--- config.mk ---
export PLATFORM = sky130hd
export DESIGN_NAME = alu_cmd_sequencer
export DESIGN_NICKNAME = d
export VERILOG_FILES = /design/src/rtl/alu_cmd_sequencer.sv
export SDC_FILE = /design/constraint.sdc
export NUM_CORES = 1
export LEC_CHECK = 0
export ABC_AREA = 1
export CAP_MARGIN = 40
export CELL_PAD_IN_SITES_DETAIL_PLACEMENT = 0
export CELL_PAD_IN_SITES_GLOBAL_PLACEMENT = 1
export CORE_MARGIN = 3
export CORE_UTILIZATION = 30
export CTS_CLUSTER_DIAMETER = 200
export DETAILED_ROUTE_END_ITERATION = 10
export PLACE_DENSITY_LB_ADDON = 0.2
export SLEW_MARGIN = 20
export SYNTH_ARGS = -nofsm -noshare
export SYNTH_HDL_FRONTEND = slang
export SYNTH_SLANG_ARGS = --single-unit
--- constraint.sdc ---
create_clock -name clk -period 4.6 [get_ports clk]
set_input_delay 0.69 -clock clk [delete_from_list [all_inputs] [get_ports clk]]
set_output_delay 0.69 -clock clk [all_outputs]
set_load 0.01 [all_outputs]
--- src/rtl/alu_cmd_sequencer.sv ---
// Command FIFO plus serial issue/settle/capture sequencer in front of a 4-bit ALU.
// Each command is issued into the ALU, then held until its result is handed off on the valid/ready port.
module alu_cmd_sequencer #(
  parameter int DEPTH  = 4,
  parameter int SETTLE = 1
) (
  input  logic       clk,
  input  logic       rst_n,
  input  logic       cmd_valid,
  output logic       cmd_ready,
  input  logic [3:0] cmd_a,
  input  logic [3:0] cmd_b,
  input  logic [3:0] cmd_op,
  input  logic       cmd_chain,
  output logic [3:0] alu_a,
  output logic [3:0] alu_b,
  output logic [3:0] alu_op,
  input  logic [3:0] alu_x,
  input  logic [3:0] alu_y,
  output logic       res_valid,
  input  logic       res_ready,
  output logic [3:0] res_x,
  output logic [3:0] res_y,
  output logic [3:0] res_op,
  output logic       busy,
  output logic [7:0] done_cnt
);
  localparam int AW = (DEPTH > 1) ? $clog2(DEPTH) : 1;
  localparam logic [3:0] SETTLE_W = 4'(SETTLE);
  localparam logic [AW:0] FULL_CNT = (AW+1)'(DEPTH);

  typedef enum logic [1:0] {S_IDLE, S_WAIT, S_HOLD} state_e;

  state_e        state_q, state_d;
  logic [12:0]   mem_q [DEPTH];
  logic [AW-1:0] wr_ptr_q, wr_ptr_d, rd_ptr_q, rd_ptr_d;
  logic [AW:0]   cnt_q, cnt_d;
  logic [3:0]    settle_q, settle_d;
  logic [3:0]    alu_a_q, alu_a_d, alu_b_q, alu_b_d, alu_op_q, alu_op_d;
  logic [3:0]    res_x_q, res_x_d, res_y_q, res_y_d, res_op_q, res_op_d;
  logic [3:0]    last_y_q, last_y_d;
  logic          res_valid_q, res_valid_d;
  logic [7:0]    done_cnt_q, done_cnt_d;
  logic          full, empty, push, pop;
  logic [12:0]   head;

  // Entry layout: {chain, op, b, a}
  assign full  = (cnt_q == FULL_CNT);
  assign empty = (cnt_q == '0);
  assign push  = cmd_valid && !full;
  assign head  = mem_q[rd_ptr_q];

  always_comb begin
    wr_ptr_d = wr_ptr_q;
    rd_ptr_d = rd_ptr_q;
    cnt_d    = cnt_q;
    if (push) wr_ptr_d = wr_ptr_q + AW'(1);
    if (pop)  rd_ptr_d = rd_ptr_q + AW'(1);
    case ({push, pop})
      2'b10:   cnt_d = cnt_q + (AW+1)'(1);
      2'b01:   cnt_d = cnt_q - (AW+1)'(1);
      default: cnt_d = cnt_q;
    endcase
  end

  always_comb begin
    state_d     = state_q;
    settle_d    = settle_q;
    alu_a_d     = alu_a_q;
    alu_b_d     = alu_b_q;
    alu_op_d    = alu_op_q;
    res_x_d     = res_x_q;
    res_y_d     = res_y_q;
    res_op_d    = res_op_q;
    last_y_d    = last_y_q;
    res_valid_d = res_valid_q;
    done_cnt_d  = done_cnt_q;
    pop         = 1'b0;
    unique case (state_q)
      S_IDLE: begin
        if (!empty) begin
          pop     = 1'b1;
          state_d = S_WAIT;
        end
      end
      S_WAIT: begin
        settle_d = settle_q - 4'd1;
        if (settle_q == 4'd1) begin
          res_x_d     = alu_x;
          res_y_d     = alu_y;
          res_op_d    = alu_op_q;
          last_y_d    = alu_y;
          res_valid_d = 1'b1;
          state_d     = S_HOLD;
        end
      end
      S_HOLD: begin
        if (res_ready) begin
          res_valid_d = 1'b0;
          done_cnt_d  = done_cnt_q + 8'd1;
          if (!empty) begin
            pop     = 1'b1;
            state_d = S_WAIT;
          end else begin
            state_d = S_IDLE;
          end
        end
      end
      default: state_d = S_IDLE;
    endcase
    // Issue: capture always precedes the next pop, so last_y_q is the preceding result.
    if (pop) begin
      alu_a_d  = head[12] ? last_y_q : head[3:0];
      alu_b_d  = head[7:4];
      alu_op_d = head[11:8];
      settle_d = SETTLE_W;
    end
  end

  always_ff @(posedge clk) begin
    if (push) mem_q[wr_ptr_q] <= {cmd_chain, cmd_op, cmd_b, cmd_a};
  end

  always_ff @(posedge clk or negedge rst_n) begin
    if (!rst_n) begin
      state_q     <= S_IDLE;
      wr_ptr_q    <= '0;
      rd_ptr_q    <= '0;
      cnt_q       <= '0;
      settle_q    <= '0;
      alu_a_q     <= '0;
      alu_b_q     <= '0;
      alu_op_q    <= '0;
      res_x_q     <= '0;
      res_y_q     <= '0;
      res_op_q    <= '0;
      last_y_q    <= '0;
      res_valid_q <= 1'b0;
      done_cnt_q  <= '0;
    end else begin
      state_q     <= state_d;
      wr_ptr_q    <= wr_ptr_d;
      rd_ptr_q    <= rd_ptr_d;
      cnt_q       <= cnt_d;
      settle_q    <= settle_d;
      alu_a_q     <= alu_a_d;
      alu_b_q     <= alu_b_d;
      alu_op_q    <= alu_op_d;
      res_x_q     <= res_x_d;
      res_y_q     <= res_y_d;
      res_op_q    <= res_op_d;
      last_y_q    <= last_y_d;
      res_valid_q <= res_valid_d;
      done_cnt_q  <= done_cnt_d;
    end
  end

  assign cmd_ready = !full;
  assign busy      = (state_q != S_IDLE);
  assign alu_a     = alu_a_q;
  assign alu_b     = alu_b_q;
  assign alu_op    = alu_op_q;
  assign res_valid = res_valid_q;
  assign res_x     = res_x_q;
  assign res_y     = res_y_q;
  assign res_op    = res_op_q;
  assign done_cnt  = done_cnt_q;

endmodule

# After elaboration in Yosys (flattened, before gate mapping)
# Memory sizes are Yosys's and may differ from the RTL's.
# Index checks and enable logic that the tools add are counted.
[totals]
reg_bits = 46
mem_bits_rw = 52
inputBits = 25
output_inout_bits = 35
wordCells = 58
memories = 1
[memory_table]
columns = ["memory", "words", "width", "read_ports", "rd_ports_with_merged_regs", "write_ports", "line", "source"]
rows = [
  ["mem_q", 4, 13, 1, 0, 1, "35", "logic [12:0] mem_q [DEPTH];"],
]
[op_classes]
addsub = 6
n_eq_ne = 9
muxes = 17
n_reduce_logical = 12
[op_table]
columns = ["op", "count"]
rows = [
  ["two-way mux 4 bit", 3],
  ["adder 8 x 1 -> 8 bit, second input constant", 1],
  ["nonzero test 2 bit", 4],
  ["two-way mux 1 bit", 7],
  ["two-way mux 2 bit", 3],
  ["!= test 2 bit, second input constant", 3],
  ["one-hot mux 2 bit (3 select lines)", 1],
  ["one-hot mux 3 bit (2 select lines)", 1],
  ["AND reduction 3 bit", 2],
  ["adder 2 x 1 -> 2 bit, second input constant", 2],
  ["== test 2 x 1 -> 1 bit, second input constant", 2],
  ["== test 2 bit, second input constant", 2],
  ["== test 4 x 1 -> 1 bit, second input constant", 1],
  ["one-hot mux 1 bit (2 select lines)", 2],
  ["AND reduction 2 bit", 2],
  ["subtractor 4 x 1 -> 4 bit, second input constant", 1],
  ["adder 3 x 1 -> 3 bit, second input constant", 1],
  ["== test 3 bit, second input constant", 1],
  ["zero test 3 bit", 1],
  ["subtractor 3 x 1 -> 3 bit, second input constant", 1],
  ["zero test 2 bit", 1],
  ["logical AND 1 bit", 1],
  ["zero test 1 bit", 1],
]

# Logic depth before layout (Yosys ltp)
[logic_depth]
depth_word = 6
ltp_mapped = 11

# Worst setup path before layout
# No wires, ideal clock.
[synth_timing]
path_kind = "input-to-reg"
start = "input res_ready"
end = "register cnt_q[2]"
setup_time_ns = 0.131
t_arrival_ns = 2.071
slack_ns = 2.398
cell_stages = 11
path_buffers = 1
path_cell_list = "inv_1 a21oi_2 nand2_2 clkinv_4 buf_6 ha_1 inv_1 fa_1 a21oi_1 o21ai_0 xor2_1"
[synth_between]
elab_chain_len = 4
elab_cells_between_ends = 6
cone_classes = "eq/ne: 2; mux: 3; reduce/logical: 1"
[synth_lines]
columns = ["item", "line", "source"]
rows = [
  ["from (decl)", "21", "input logic res_ready,"],
  ["two-way mux 1 bit *", "98", "if (res_ready) begin"],
  ["one-hot mux 1 bit (2 select lines) *", "79", "unique case (state_q)"],
  ["net pop", "44", "logic full, empty, push, pop;"],
  ["== test 2 x 1 -> 1 bit / == test 2 bit (equally long branches)", "59", "case ({push, pop})"],
  ["one-hot mux 3 bit (2 select lines) / nonzero test 2 bit (equally long branches)", "--", ""],
  ["to (signal assigned)", "144", "cnt_q <= cnt_d;"],
  ["to (decl)", "37", "logic [AW:0] cnt_q, cnt_d;"],
]
# The timed path passes the listed nets; every way through them passes the cells marked *.
# A chain may end at the register's enable or synchronous reset.

# Final worst setup path
[layout_timing]
start = "input res_ready"
end = "register cnt_q[2]"
[layout_between]
elab_chain_len = 4
elab_cells_between_ends = 6
cone_classes = "eq/ne: 2; mux: 3; reduce/logical: 1"
[layout_lines]
columns = ["item", "line"]
rows = [
  ["two-way mux 1 bit *", "98"],
  ["one-hot mux 1 bit (2 select lines) *", "79"],
  ["== test 2 x 1 -> 1 bit / == test 2 bit (equally long branches)", "59"],
  ["one-hot mux 3 bit (2 select lines) / nonzero test 2 bit (equally long branches)", "--"],
]
# Mark *: on every way between the ends. The rest lies on a longest branch, timed or not.

==> impl_metrics.csv <==
group,metric,value,unit
clock_tree,clock_path_buffers,2,
timing,hold_viol,0,
synth,synth_xor_area_frac,0.01679,
floorplan,rows,42,
synth,ys_ff_latch,98,
clock_tree,cts_made_buffers,9,
timing,period_needed,2.687,ns
global_routing,antenna_found_initial,0,
final_layout,num-fill-cells,1309,
global_routing,grt_overflow,0,
timing,holdWs,0.4480,ns
place,io_buffers,59,
detailed_routing,wl_per_cell,13.64,µm
worst_setup_path,worstPathRequired,4.82,ns
worst_setup_path,critPathKind,"in -> reg",
detailed_routing,drc,0,
final_layout,drive_gt1_frac,0.06695,
synth,synth_top_family_by_area,"simple AND/OR/NAND/NOR gates",
run_status,status,"finished, final reports clean",
job,maxCapViolCount,0,
detailed_routing,wl,8713,µm
place,dp_cells,623,
global_routing,grt_pass1_wl,14060,µm
timing,setup_tns,0,ns
clock_tree,clock_latency,0.34,ns
place,routabilityCongestion,0.7217,
final_layout,layout_common_cells,"nand2_1, clkdlybuf4s50_1, inv_1, edfxtp_1, dfrtp_1",
synth,synthCells,395,
timing,drv_slew,0,
synth,ys_types,27,
clock_tree,cts.clk_slew.worst_paths,0.07,ns
worst_setup_path,reg2reg_from,"state_q[1]$_DFFE_PN0P_",
synth,yosysSeqAreaShare,0.6501,
timing,fin_crit_sh,0.5841,
power,power.leakage,2.276,nW
floorplan,dieArea,15360,µm²
synth,synth_nets,429,
final_layout,layout_commonest_cell,"nand2_1",
detailed_routing,drt_iter0_drc,160,
floorplan,core_region_area,13400,µm²
timing,fmax,0.3722,GHz
timing,worstMarginPinSlew,0.6325,ns
floorplan,start_util,0.3114,
clock_tree,post_cts_resize_count,0,
power,cellPowerDensity,657.7,nW/µm²
worst_setup_path,reg2reg_depth,9,
worst_setup_path,worstPathArrival,2.91,ns
timing,fin_skew,0.005839,ns
min_path,min_path_type,"in -> async",
clock_tree,cts_setup_buffers,0,
synth,yosys.area_share.simple,0.1601,
clock_tree,cts_root_buf,"clkbuf_16",
worst_setup_path,worst-path-max-fanout,18,
synth,synth_compound_area_frac,0.06867,
detailed_routing,drt_pre_antenna_iters,4,
final_layout,register_area,2713,µm²
clock_tree,cts-htree-levels,3,
global_routing,grt_pass1_vias,2694,
worst_setup_path,cp-end-kind,"flip-flop",
detailed_routing,via_per_inst,4.315,
final_layout,nNetsFinal,492,
final_layout,syn_to_final_growth,25.76,%
synth,syn-cell-area,4173,µm²
global_routing,grt_max_degree,47,
global_routing,grt_use_total,0.1212,
floorplan,num_io_pins,60,
worst_setup_path,start_kind,"input pin",
detailed_routing,vias,2757,
final_layout,multi_input_area,1145,µm²
final_layout,diodes,0,
timing,slew_headroom,0.5783,
synth,synthAdderAreaFrac,0.02879,
power,max-vdd-ir-drop,0.2206,mV
worst_setup_path,startpoint,"res_ready",
clock_tree,cts_tree,"done",
synth,yosys_warnings,0,
final_layout,stdcell_count,639,
place,dp_hpwl,5849,µm
floorplan,dieWidth,123.9,µm
synth,muxShareOfSynthArea,0,
synth,synth_area_per_cell,10.56,µm²
clock_tree,clock-sinks,98,
floorplan,dieHeight,123.9,µm
clock_tree,cts_hold_buf,0,
detailed_routing,ant_nets,0,
timing,setup_violations,0,
timing,rsz0062_at_grt,"false",
-- state kept, by name, indices dropped and copies added (netlist names), 3 cells and up --
signal	count
mem_q	52
alu_a	4
res_op	4
res_x	4
cnt_q	3
alu_op	4
done_cnt	8
last_y_q	4
settle_q	4
alu_b	4
-- metrics by stage --
step / cell area (µm²) / worst slack (ns) / power [mW] / util
after floorplan: 4173 / 2.398 / 2.200 / -
after global placement: 4938 / 1.600 / 2.702 / 0.3685
after detailed placement: 4938 / 1.559 / 2.724 / 0.3685
after CTS: 5248 / 1.931 / 3.517 / 0.3916
after global routing: 5248 / 1.766 / 3.740 / 0.3916
final: 5248 / 1.913 / 3.451 / 0.3916
-- synth_stat cells --
cell,number,share of area
inv_2,2,0.0018
xor2_1,6,0.013
nand4_1,4,0.0060
a21oi_1,22,0.026
dfrtp_1,46,0.28
edfxtp_1,52,0.37
clkinv_4,1,0.0021
nor2_2,1,0.0015
nor2_4,3,0.0081
nand2_2,1,0.0015
buf_2,8,0.0096
buf_4,1,0.0018
nand3_4,1,0.0042
fa_1,1,0.0048
nand2_4,1,0.0027
buf_6,3,0.0081
inv_1,57,0.051
xnor2_1,2,0.0042
o21ai_1,10,0.012
clkbuf_1,1,0.00090
ha_1,8,0.024
o22ai_1,2,0.0030
nor2_1,14,0.013
nand3_1,34,0.041
a21oi_2,1,0.0021
nand2_1,92,0.083
o21ai_0,21,0.025
-- final cells by class --
class,count,area share
Sequential cell,98,0.5169
Multi-Input combinational cell,224,0.2182
Timing Repair Buffer,65,0.1202
Inverter,60,0.04387
Clock buffer,9,0.04292
Tap cell,176,0.04196
Clock inverter,7,0.01598
-- power breakdown --
group | switching [mW] | internal [mW]
Combinational | 0.769 | 0.538
Sequential | 0.157 | 1.21
Clock | 0.308 | 0.470
Total | 1.23 | 2.22
-- critical path, cell delays in order --
cell	delay, ns
clkdlybuf4s50_1	0.54
inv_1	0.08
a21oi_2	0.14
nand2_2	0.22
clkinv_4	0.22
ha_1	0.16
inv_1	0.06
fa_1	0.38
a21oi_1	0.14
o21ai_0	0.11
xor2_1	0.15
-- cells by family after synthesis --
logic type	count (synthesis)
AO/OA/AOI/OAI	56
AND/OR/NAND/NOR	151
buffers and inverters	73
XOR/XNOR	8
flip-flops	98
adder cells (fa/ha/maj)	9
-- worst paths after layout --
| path | to | slack (ns) |
|---|---|---|
| worst max-delay path | cnt_q[2]$_DFFE_PN0P_ | 1.91 |
| worst min-delay path | last_y_q[0]$_DFFE_PN0P_ | 0.45 |
| worst max register to register | cnt_q[2]$_DFFE_PN0P_ | 2.42 |
| worst min register to register | res_valid$_DFFE_PN0P_ | 0.47 |
| max in group asynchronous | alu_op[1]$_DFFE_PN0P_ | 3.74 |
| min in group clk | res_valid$_DFFE_PN0P_ | 0.47 |
-- layer usage --
metal | wire length [µm] | global-route usage | vias to the layer above
li1 | - | - | 1417
met1 | 4217 | 0.1612 | 1276
met2 | 3935 | 0.1879 | 52
met3 | 367 | 0.02407 | 12
met4 | 194 | 0.06297 | 0
met5 | 0 | 0 | -
No activity file was read; power rests on OpenSTA's default activity.
